**config.mk**
```make
export PLATFORM = sky130hd
export DESIGN_NAME = store_size_rmw
export DESIGN_NICKNAME = d
export VERILOG_FILES = /design/src/rtl/store_size_rmw_pkg.sv /design/src/rtl/store_size_rmw_lane_merge.sv /design/src/rtl/store_size_rmw.sv
export SDC_FILE = /design/constraint.sdc
export NUM_CORES = 1
export LEC_CHECK = 0
export BUFFER_PORTS_ARGS = -buffer_cell sky130_fd_sc_hd__buf_2
export CORE_MARGIN = 2
export CORE_UTILIZATION = 25
export CTS_CLUSTER_SIZE = 16
export DETAILED_ROUTE_END_ITERATION = 7
export GPL_TIMING_DRIVEN = 0
export SLEW_MARGIN = 20
export SYNTH_ARGS = -nofsm -noshare
export SYNTH_HDL_FRONTEND = slang
export SYNTH_HIERARCHICAL = 1
export SYNTH_SLANG_ARGS = --single-unit
```
**constraint.sdc**
```tcl
create_clock -name clk -period 4.7 [get_ports clk]
set_input_delay 0.94 -clock clk [delete_from_list [all_inputs] [get_ports clk]]
set_output_delay 0.94 -clock clk [all_outputs]
set_load 0.1 [all_outputs]
```
**src/rtl/store_size_rmw_pkg.sv**
```systemverilog
`default_nettype none
// ============================================================================
//  Module   : store_size_rmw_pkg
//  Purpose  : Shared encodings for the narrowing store unit.
//             - Store-size codes, also used by the control-unit decode.
//             - FSM state encodings.
//             - Alignment-check helper.
//  Revision : 1.0  initial release
// ============================================================================
package store_size_rmw_pkg;

    // Store-size encodings
    localparam logic [1:0] SIZE_WORD = 2'b00;
    localparam logic [1:0] SIZE_HALF = 2'b01;
    localparam logic [1:0] SIZE_BYTE = 2'b10;
    localparam logic [1:0] SIZE_RSVD = 2'b11;

    // FSM state encodings
    localparam logic [2:0] ST_IDLE  = 3'd0;
    localparam logic [2:0] ST_READ  = 3'd1;
    localparam logic [2:0] ST_WAIT  = 3'd2;
    localparam logic [2:0] ST_WRITE = 3'd3;
    localparam logic [2:0] ST_DONE  = 3'd4;

    // Returns 1 when a store of the given size cannot be issued at this byte
    // offset. The reserved size code is always rejected.
    function automatic logic is_misaligned(input logic [1:0] size,
                                           input logic [1:0] offset);
        logic bad;
        bad = 1'b1;
        case (size)
            SIZE_WORD: bad = (offset != 2'b00);
            SIZE_HALF: bad = offset[0];
            SIZE_BYTE: bad = 1'b0;
            default:   bad = 1'b1;
        endcase
        return bad;
    endfunction

endpackage
`default_nettype wire

```
**src/rtl/store_size_rmw_lane_merge.sv**
```systemverilog
`default_nettype none
// ============================================================================
//  Module   : store_lane_merge
//  Purpose  : Combinational big-endian lane merge for narrow stores.
//             Replaces the addressed byte/half lane of old_word with the low
//             bits of new_data; every other lane keeps the old contents.
//  Ports    : old_word [31:0] in  - word read back from memory
//             new_data [31:0] in  - register value (only low 8/16 bits used
//                                   for byte/half stores)
//             size     [1:0]  in  - store-size code
//             offset   [1:0]  in  - byte offset within the word
//             merged   [31:0] out - word to write back
//  Revision : 1.0  initial release
// ============================================================================
module store_lane_merge
    import store_size_rmw_pkg::*;
(
    input  logic [31:0] old_word,
    input  logic [31:0] new_data,
    input  logic [1:0]  size,
    input  logic [1:0]  offset,
    output logic [31:0] merged
);

    // Big-endian lanes: byte offset 0 is the most significant byte.
    always_comb begin
        merged = old_word;
        case (size)
            SIZE_WORD: merged = new_data;
            SIZE_HALF: begin
                if (offset[1] == 1'b0) merged[31:16] = new_data[15:0];
                else                   merged[15:0]  = new_data[15:0];
            end
            SIZE_BYTE: begin
                case (offset)
                    2'd0:    merged[31:24] = new_data[7:0];
                    2'd1:    merged[23:16] = new_data[7:0];
                    2'd2:    merged[15:8]  = new_data[7:0];
                    default: merged[7:0]   = new_data[7:0];
                endcase
            end
            default: merged = old_word;
        endcase
    end

endmodule
`default_nettype wire

```
**src/rtl/store_size_rmw.sv**
```systemverilog
`default_nettype none
// ============================================================================
//  Module   : store_size_rmw
//  Purpose  : Narrowing store unit for the multicycle MIPS datapath.
//             SW writes the full word; SH/SB read the addressed word, merge
//             the truncated register value into its lane and write it back.
//  Params   : MEM_LAT     - data-memory read latency in cycles (>= 1)
//  Ports    : clk         in   clock, rising edge
//             reset       in   asynchronous active-high reset
//             start       in   request strobe, sampled only when idle
//             size  [1:0] in   00 word, 01 half, 10 byte, 11 reserved
//             addr  [31:0] in  byte address of the store
//             wdata [31:0] in  register value
//             busy        out  operation in progress (accept+1 .. done)
//             done        out  one-cycle completion / rejection pulse
//             misaligned  out  valid with done; store was rejected
//             mem_addr [31:0] out word address, stable while busy
//             mem_rd      out  one-cycle read strobe
//             mem_wr      out  one-cycle write strobe
//             mem_wdata [31:0] out merged word, valid with mem_wr
//             mem_rdata [31:0] in  memory read data
//  Revision : 1.0  initial release
// ============================================================================
module store_size_rmw
    import store_size_rmw_pkg::*;
#(
    parameter int MEM_LAT = 1
) (
    input  logic        clk,
    input  logic        reset,
    input  logic        start,
    input  logic [1:0]  size,
    input  logic [31:0] addr,
    input  logic [31:0] wdata,
    output logic        busy,
    output logic        done,
    output logic        misaligned,
    output logic [31:0] mem_addr,
    output logic        mem_rd,
    output logic        mem_wr,
    output logic [31:0] mem_wdata,
    input  logic [31:0] mem_rdata
);

    localparam int                c_CNT_W    = (MEM_LAT > 1) ? $clog2(MEM_LAT) : 1;
    localparam logic [c_CNT_W-1:0] c_CNT_LAST = c_CNT_W'(MEM_LAT - 1);

    logic [2:0]         r_state;
    logic [c_CNT_W-1:0] r_wait_cnt;
    logic [1:0]         r_size;
    logic [1:0]         r_offset;
    logic [31:0]        r_wdata;
    logic               r_busy;
    logic               r_done;
    logic               r_misaligned;
    logic [31:0]        r_mem_addr;
    logic               r_mem_rd;
    logic               r_mem_wr;
    logic [31:0]        r_mem_wdata;

    logic [2:0]         w_state_next;
    logic [c_CNT_W-1:0] w_cnt_next;
    logic               w_accept;
    logic               w_err;
    logic               w_last_wait;
    logic [31:0]        w_merged;

    // Merge works straight off the memory bus so the merged word can be
    // captured on the last WAIT cycle, the only cycle rdata is guaranteed.
    store_lane_merge u_merge (
        .old_word (mem_rdata),
        .new_data (r_wdata),
        .size     (r_size),
        .offset   (r_offset),
        .merged   (w_merged)
    );

    assign w_err       = is_misaligned(size, addr[1:0]);
    assign w_last_wait = (r_state == ST_WAIT) && (r_wait_cnt == c_CNT_LAST);

    always_comb begin
        w_state_next = r_state;
        w_cnt_next   = r_wait_cnt;
        w_accept     = 1'b0;
        case (r_state)
            ST_IDLE: begin
                if (start) begin
                    w_accept = 1'b1;
                    if (w_err)                   w_state_next = ST_DONE;
                    else if (size == SIZE_WORD)  w_state_next = ST_WRITE;
                    else                         w_state_next = ST_READ;
                end
            end
            ST_READ: begin
                w_state_next = ST_WAIT;
                w_cnt_next   = '0;
            end
            ST_WAIT: begin
                if (w_last_wait) w_state_next = ST_WRITE;
                else             w_cnt_next   = r_wait_cnt + c_CNT_W'(1);
            end
            ST_WRITE: w_state_next = ST_DONE;
            ST_DONE:  w_state_next = ST_IDLE;
            default:  w_state_next = ST_IDLE;
        endcase
    end

    // Outputs are registered from the next state so each strobe lines up
    // exactly with the state it belongs to.
    always_ff @(posedge clk or posedge reset) begin
        if (reset) begin
            r_state      <= ST_IDLE;
            r_wait_cnt   <= '0;
            r_size       <= SIZE_WORD;
            r_offset     <= 2'b00;
            r_wdata      <= '0;
            r_busy       <= 1'b0;
            r_done       <= 1'b0;
            r_misaligned <= 1'b0;
            r_mem_addr   <= '0;
            r_mem_rd     <= 1'b0;
            r_mem_wr     <= 1'b0;
            r_mem_wdata  <= '0;
        end else begin
            r_state      <= w_state_next;
            r_wait_cnt   <= w_cnt_next;
            r_busy       <= (w_state_next != ST_IDLE);
            r_done       <= (w_state_next == ST_DONE);
            r_mem_rd     <= (w_state_next == ST_READ);
            r_mem_wr     <= (w_state_next == ST_WRITE);
            r_misaligned <= w_accept && w_err;
            if (w_accept) begin
                r_size     <= size;
                r_offset   <= addr[1:0];
                r_wdata    <= wdata;
                r_mem_addr <= {addr[31:2], 2'b00};
                if (!w_err && (size == SIZE_WORD)) r_mem_wdata <= wdata;
            end
            if (w_last_wait) r_mem_wdata <= w_merged;
        end
    end

    assign busy       = r_busy;
    assign done       = r_done;
    assign misaligned = r_misaligned;
    assign mem_addr   = r_mem_addr;
    assign mem_rd     = r_mem_rd;
    assign mem_wr     = r_mem_wr;
    assign mem_wdata  = r_mem_wdata;

endmodule
`default_nettype wire

```
==> results of run 1 <==
[synthesized netlist by cell type (all sizes together) (2+ instances only)]
cell | n | area share, %
a21o | 5 | 0.66
a21oi | 9 | 0.85
a31oi | 2 | 0.22
a22oi | 5 | 0.66
mux2 | 10 | 2.5
a32oi | 4 | 0.61
nor3b | 9 | 1.4
a211o | 17 | 2.6
nor2 | 20 | 1.3
nand3 | 3 | 0.26
nand2 | 235 | 15
dfrtp | 107 | 47
buf | 41 | 4.5
nand2b | 4 | 0.44
a2111oi | 4 | 0.61
o21a | 8 | 1.1
a221o | 5 | 0.88
nor2b | 13 | 1.4
inv | 10 | 0.66
o21ai | 50 | 4.6
o22ai | 5 | 0.55
nor3 | 2 | 0.18
and2 | 7 | 0.77
clkbuf | 7 | 0.48
mux2i | 44 | 7.7
[worst min-delay path: stages (launching register included)]
cell and delay (ps):
dfrtp_1 340, nand2_1 50, nand2_1 50
[layer usage]
layer  GRT usage (%)  vias to the layer above  routed length (µm)
met5               0                        -                  27
met3           5.487                       20                1443
met2           25.93                      161                8879
met1           21.55                     2402                8646
met4           3.408                        4                 225
li1                -                     2519                   -
[through the flow]
step | setup WS, ps | setup TNS [ps] | utilization, % | hold slack (ps)
after floorplan | 942.8 | 0 | - | 437.9
after global placement | -590.0 | -61660 | 30.62 | 453.4
after detailed placement | 2422 | 0 | 30.76 | 456.9
after CTS | 2541 | 0 | 32.10 | 477.7
after global routing | 2523 | 0 | 32.10 | 506.2
final | 2567 | 0 | 32.13 | 471.0
[how the worst min path moves through the flow]
stage / endpoint / slack [ps] / cells past startpoint
2_1_floorplan: r_wdata[24] / 440 / 2
3_3_place_gp: mem_addr[27] / 450 / 2
3_5_place_dp: mem_addr[27] / 460 / 2
4_1_cts: mem_addr[27] / 480 / 2
5_1_grt: mem_addr[3] / 510 / 2
6_report: mem_addr[27] / 470 / 2
[area by class of cell]
| type | instances | area, µm² | share of cell area [%] |
|---|---|---|---|
| Antenna cell | 3 | 7.507 | 0.1035 |
| Buffer | 48 | 282.8 | 3.899 |
| Clock buffer | 10 | 229.0 | 3.157 |
| Clock inverter | 6 | 71.32 | 0.9834 |
| Inverter | 10 | 42.54 | 0.5866 |
| Multi-Input combinational cell | 479 | 2721 | 37.53 |
| Sequential cell | 107 | 2678 | 36.92 |
| Tap cell | 285 | 356.6 | 4.917 |
| Timing Repair Buffer | 168 | 863.3 | 11.90 |
[state kept, by name (all words and copies together) (netlist names)]
name / flops
mem_rd: 1
r_wdata: 32
done: 1
mem_addr: 30
mem_wr: 1
busy: 1
r_state: 3
misaligned: 1
r_wait_cnt: 1
r_offset: 2
mem_wdata: 32
r_size: 2
[logic make-up (layout without fill, tap and decap cells)]
| family | after synthesis | after routing | share of synthesized area (%) |
|---|---|---|---|
| muxes | 54 | 54 | 10.20 |
| xor gates and xnor gates | 1 | 1 | 0.1533 |
| buffers and inverters | 58 | 242 | 5.604 |
| DFF | 107 | 107 | 46.85 |
| other | 1 | 5 | 0.06561 |
| and+or+nand+nor | 300 | 300 | 22.55 |
| AOI/OAI and AO/OA | 122 | 122 | 14.58 |
==> impl_metrics.ini, run 1 <==
[cts]
cts.repair.resized = 0
numCtsBuffers = 9
cts.hold.buffers_added = 0
post_cts_buffers = 0
cts_tree = built
root_buffer = clkbuf_16
clock_latency_ps = 360
cts_buffer_depth = 2
clk_pin_slew_ps = 80
clkSinkCount = 107
ctsHtreeMaxLevel = 3

[layout]
final_common_cell = nand2_1
fill_cells = 2420
drive_gt1_share_pct = 29.23
syn2layout_area_growth_pct = 26.88
final_cell_mix = nand2_1, buf_2, dfrtp_1
finalNonFillerCells = 1116
design_area_mm2 = 0.007252
final_nets = 924

[floorplanning]
die-area_mm2 = 0.02409
start_util_pct = 25.32
rows = 55
die_y_um = 155.2
die_w_um = 155.2
pin_count = 170
core_area_mm2 = 0.02257

[min_path]
hp-class = flop to flop
worstHoldStart = mem_addr[27]

[place]
postPlaceCellArea_mm2 = 0.006944
dp_cells = 1097
portBuffers = 167
place.gp.congestion = 0.8803
hpwl_um = 14630

[drt]
drt_iter0_markers = 296
wl_per_cell_um = 17.22
wl_um = 19220
drt_pass1_iterations = 5
drc = 0
viasPerCell = 4.575
postRouteAntennaNets = 0
vias = 5106

[synth]
syn_area_per_cell_um2 = 8.889
synth-seq-cells = 107
synthDistinctLibCells = 51
syn_inst = 643
yosysSeqAreaShare_pct = 46.85
synth_edf_count = 0
synth-async-reset-ratio_pct = 100.0
synth-main-ff-cell = dfrtp_1
ys_warn_count = 6
syn_area_mm2 = 0.005715

[setup_path]
crit_end = mem_wdata[8]
crit_start = mem_wdata[8]
cp_slowest_stage_delay_ps = 440
reg2reg_depth = 6
worst_r2r_endpoint = mem_wdata[28]
r2r_setup_slack_ps = 2760
reg2reg_from = r_state[2]
crit_slowest_cell = buf_2
crit_chain = buf_2
start_kind = flop
path_max_fanout = 2
cp.depth = 1
worstSetupEndpointType = output port
worstPathArrival_ps = 1190
critPathKind = flop to output port
crit_required_ps = 3760
crit_buf_inv = 1
path_delay_family = buffers and inverters

[global_route]
grt_pass1_wl_um = 30060
grt.overflow.total = 0
grtUsageTotal_pct = 16.26
antenna_found_initial = 4
grt_pass1_vias = 5091
grt_max_degree = 75

[timing]
slew_violations = 0
worst_pin_slew_ps = 603.8
max_freq_mhz = 468.8
rsz0062_at_grt = false
setup_viol = 0
relSlewSlack_pct = 59.75
min_period_ps = 2133
hold_viol = 0
finClkSkew_ps = 7.055
period_share_pct = 45.39

[status]
status = finished clean

[job]
maxCapViolCount = 0
Power of run 1 is left out: the tool's default activity adds up to more than one toggle a clock period on the data nets, which glitch-free logic cannot reach.
==> run 2, diff against run 1 <==
Settings changed: ABC_AREA from default to 1.
Clock period 4.7 ns to 1.9 ns, I/O delays scaled along.
==> run 2 against run 1 <==
Compared with the run above:
- wire length rose by 5.4%
- register-to-register slack got worse by 2600 ps
- area after synthesis rose by 6.8%
- critical path depth rose by 9
- clock skew rose by 1.1 ps
- global-route usage fell by 0.095 points
- via count rose by 20%
==> impl_metrics.ini, run 2 <==
[synth]
synthDistinctLibCells = 24
ys_top_cells_by_area = dfrtp_1, nand2_1, inv_1, nand3_1, nand4_1
synth_fa_ha_area_share_pct = 0
yosys-top-cells-count = nand2_1, dfrtp_1, inv_1
syn_inst = 907
yosysSeqAreaShare_pct = 43.86
synth.area.mux_share_pct = 0
synth_compound_area_share_pct = 3.894
ys_warn_count = 6
netlist.area_leader.share_pct = 43.86
synth_edf_count = 0
synth-async-reset-ratio_pct = 100.0
syn_area_per_cell_um2 = 6.731
synth_xor_xnor_area_share_pct = 0
synth-main-ff-cell = dfrtp_1
synth-seq-cells = 107
synthSimpleGateAreaFrac_pct = 41.42
yosysTopAreaCell = dfrtp_1
yosysMostFrequentCell = nand2_1
synth_top_family_by_area = simple AND/OR/NAND/NOR gates
syn_area_mm2 = 0.006105

[timing]
max_freq_mhz = 563.0
hold_slack_ps = 214.9
relSlewSlack_pct = 64.63
hold_viol = 0
finClkSkew_ps = 8.113
slew_violations = 0
period_share_pct = 93.49
rsz0062_at_grt = false
fin_tns_setup_ps = 0
setup_viol = 0
worst_pin_slew_ps = 530.6
min_period_ps = 1776

[global_route]
grt_pass1_vias = 5915
grtUsageTotal_pct = 16.16
grt.overflow.total = 0
grt_max_degree = 32
antenna_found_initial = 8
grt_use_met3_pct = 5.948
use_met1_pct = 21.33
grt_pass1_wl_um = 32220
met2_usage_pct = 25.11
grt_busiest_layer = met2

[setup_path]
path_max_fanout = 6
start_kind = flop
crit_required_ps = 2150
cp_slowest_stage_delay_ps = 550
worstPathArrival_ps = 2030
worstSetupEndpointType = flop
crit_slowest_cell = dfrtp_1
critPathKind = flop to flop
crit_chain = inv_2, nand2_2, nor2_4, inv_2, nand3_1, nand3_1, inv_1, o21ai_1, nand2_1, nand2_1
r2r_setup_slack_ps = 120

[floorplanning]
die_w_um = 160.3
rows = 57
pin_count = 170
die_y_um = 160.3
start_util_pct = 25.25
core_area_mm2 = 0.02418
die-area_mm2 = 0.02568

[cts]
ctsHtreeMaxLevel = 3
root_buffer = clkbuf_16
post_cts_buffers = 0
numCtsBuffers = 9
cts_tree = built
clock_latency_ps = 360
clkSinkCount = 107
clk_pin_slew_ps = 80
cts_buffer_depth = 2

[drt]
wl_per_cell_um = 14.23
drt_iter0_markers = 490
vias = 6130
viasPerCell = 4.305
drt_pass1_iterations = 5
postRouteAntennaNets = 0
drc = 0
wl_um = 20260

[layout]
drive_gt1_share_pct = 22.63
syn2layout_area_growth_pct = 27.38
final_nets = 1192
design_area_mm2 = 0.007776
final_common_cell = nand2_1
utilization_pct = 32.16
final_cell_mix = nand2_1, buf_2, dfrtp_1

[job]
maxCapViolCount = 0

[place]
portBuffers = 167
postPlaceCellArea_mm2 = 0.007441
place.gp.congestion = 0.9006
hpwl_um = 15790

[status]
status = finished clean

[min_path]
hp-class = input pin to flop
[run 2: final cells by class]
type                       instances  area [µm²]
sequential                       107        2678
inverter                          97       367.9
buffer                            44       292.8
fill                            2672       16400
timing repair buffer             172       933.4
clock inverter                     7       83.83
clock buffer                       9       225.2
antenna                            4       10.01
tap                              324       405.4
multi-input combinational        660        2780
[run 2: path summary, 6_finish.rpt]
kind                                  to  cells after the start         from
max in group asynchronous  mem_wdata[17]                      5        reset
setup / recovery           mem_wdata[12]                     10    r_size[0]
setup reg to reg           mem_wdata[12]                     10    r_size[0]
hold / removal              mem_addr[16]                      3     addr[16]
hold reg to reg              mem_addr[2]                      2  mem_addr[2]
min in group asynchronous   mem_addr[15]                      3        reset
[run 2: metal layers]
layer  vias up  share of wire [%]
met5         -               0.34
met4        10                1.5
li1       3128                  -
met2       197                 44
met1      2769                 45
met3        26                8.8
[run 2: kinds of logic after synthesis]
logic type             count (synthesis)
DFF                                  107
buffers and inverters                141
AOI/OAI and AO/OA                     43
and+or+nand+nor                      615
other                                  1
[run 2: what timing repair did]
item / CTS / global route
hold buffers: 1 / 0
hold endpoints to repair: 12 / 0
gates resized for setup: 0 / 2
endpoints found under the setup margin: 0 / 7
[run 2: metrics by stage]
step,worst slack [ps],instances
3_3_place_gp,-665.3,1399
2_1_floorplan,232.5,908
3_5_place_dp,169.7,1403
4_1_cts,126.9,1420
5_1_grt,0.3697,1420
6_report,123.8,1424
[run 2: critical path, delay by kind of cell (launching register included)]
kind            cells  cell delay [ps]
compound gates      1               70
simple gates        6              670
buf+inv             3              360
flops               1              550
Power of run 2 is left out for the same reason.
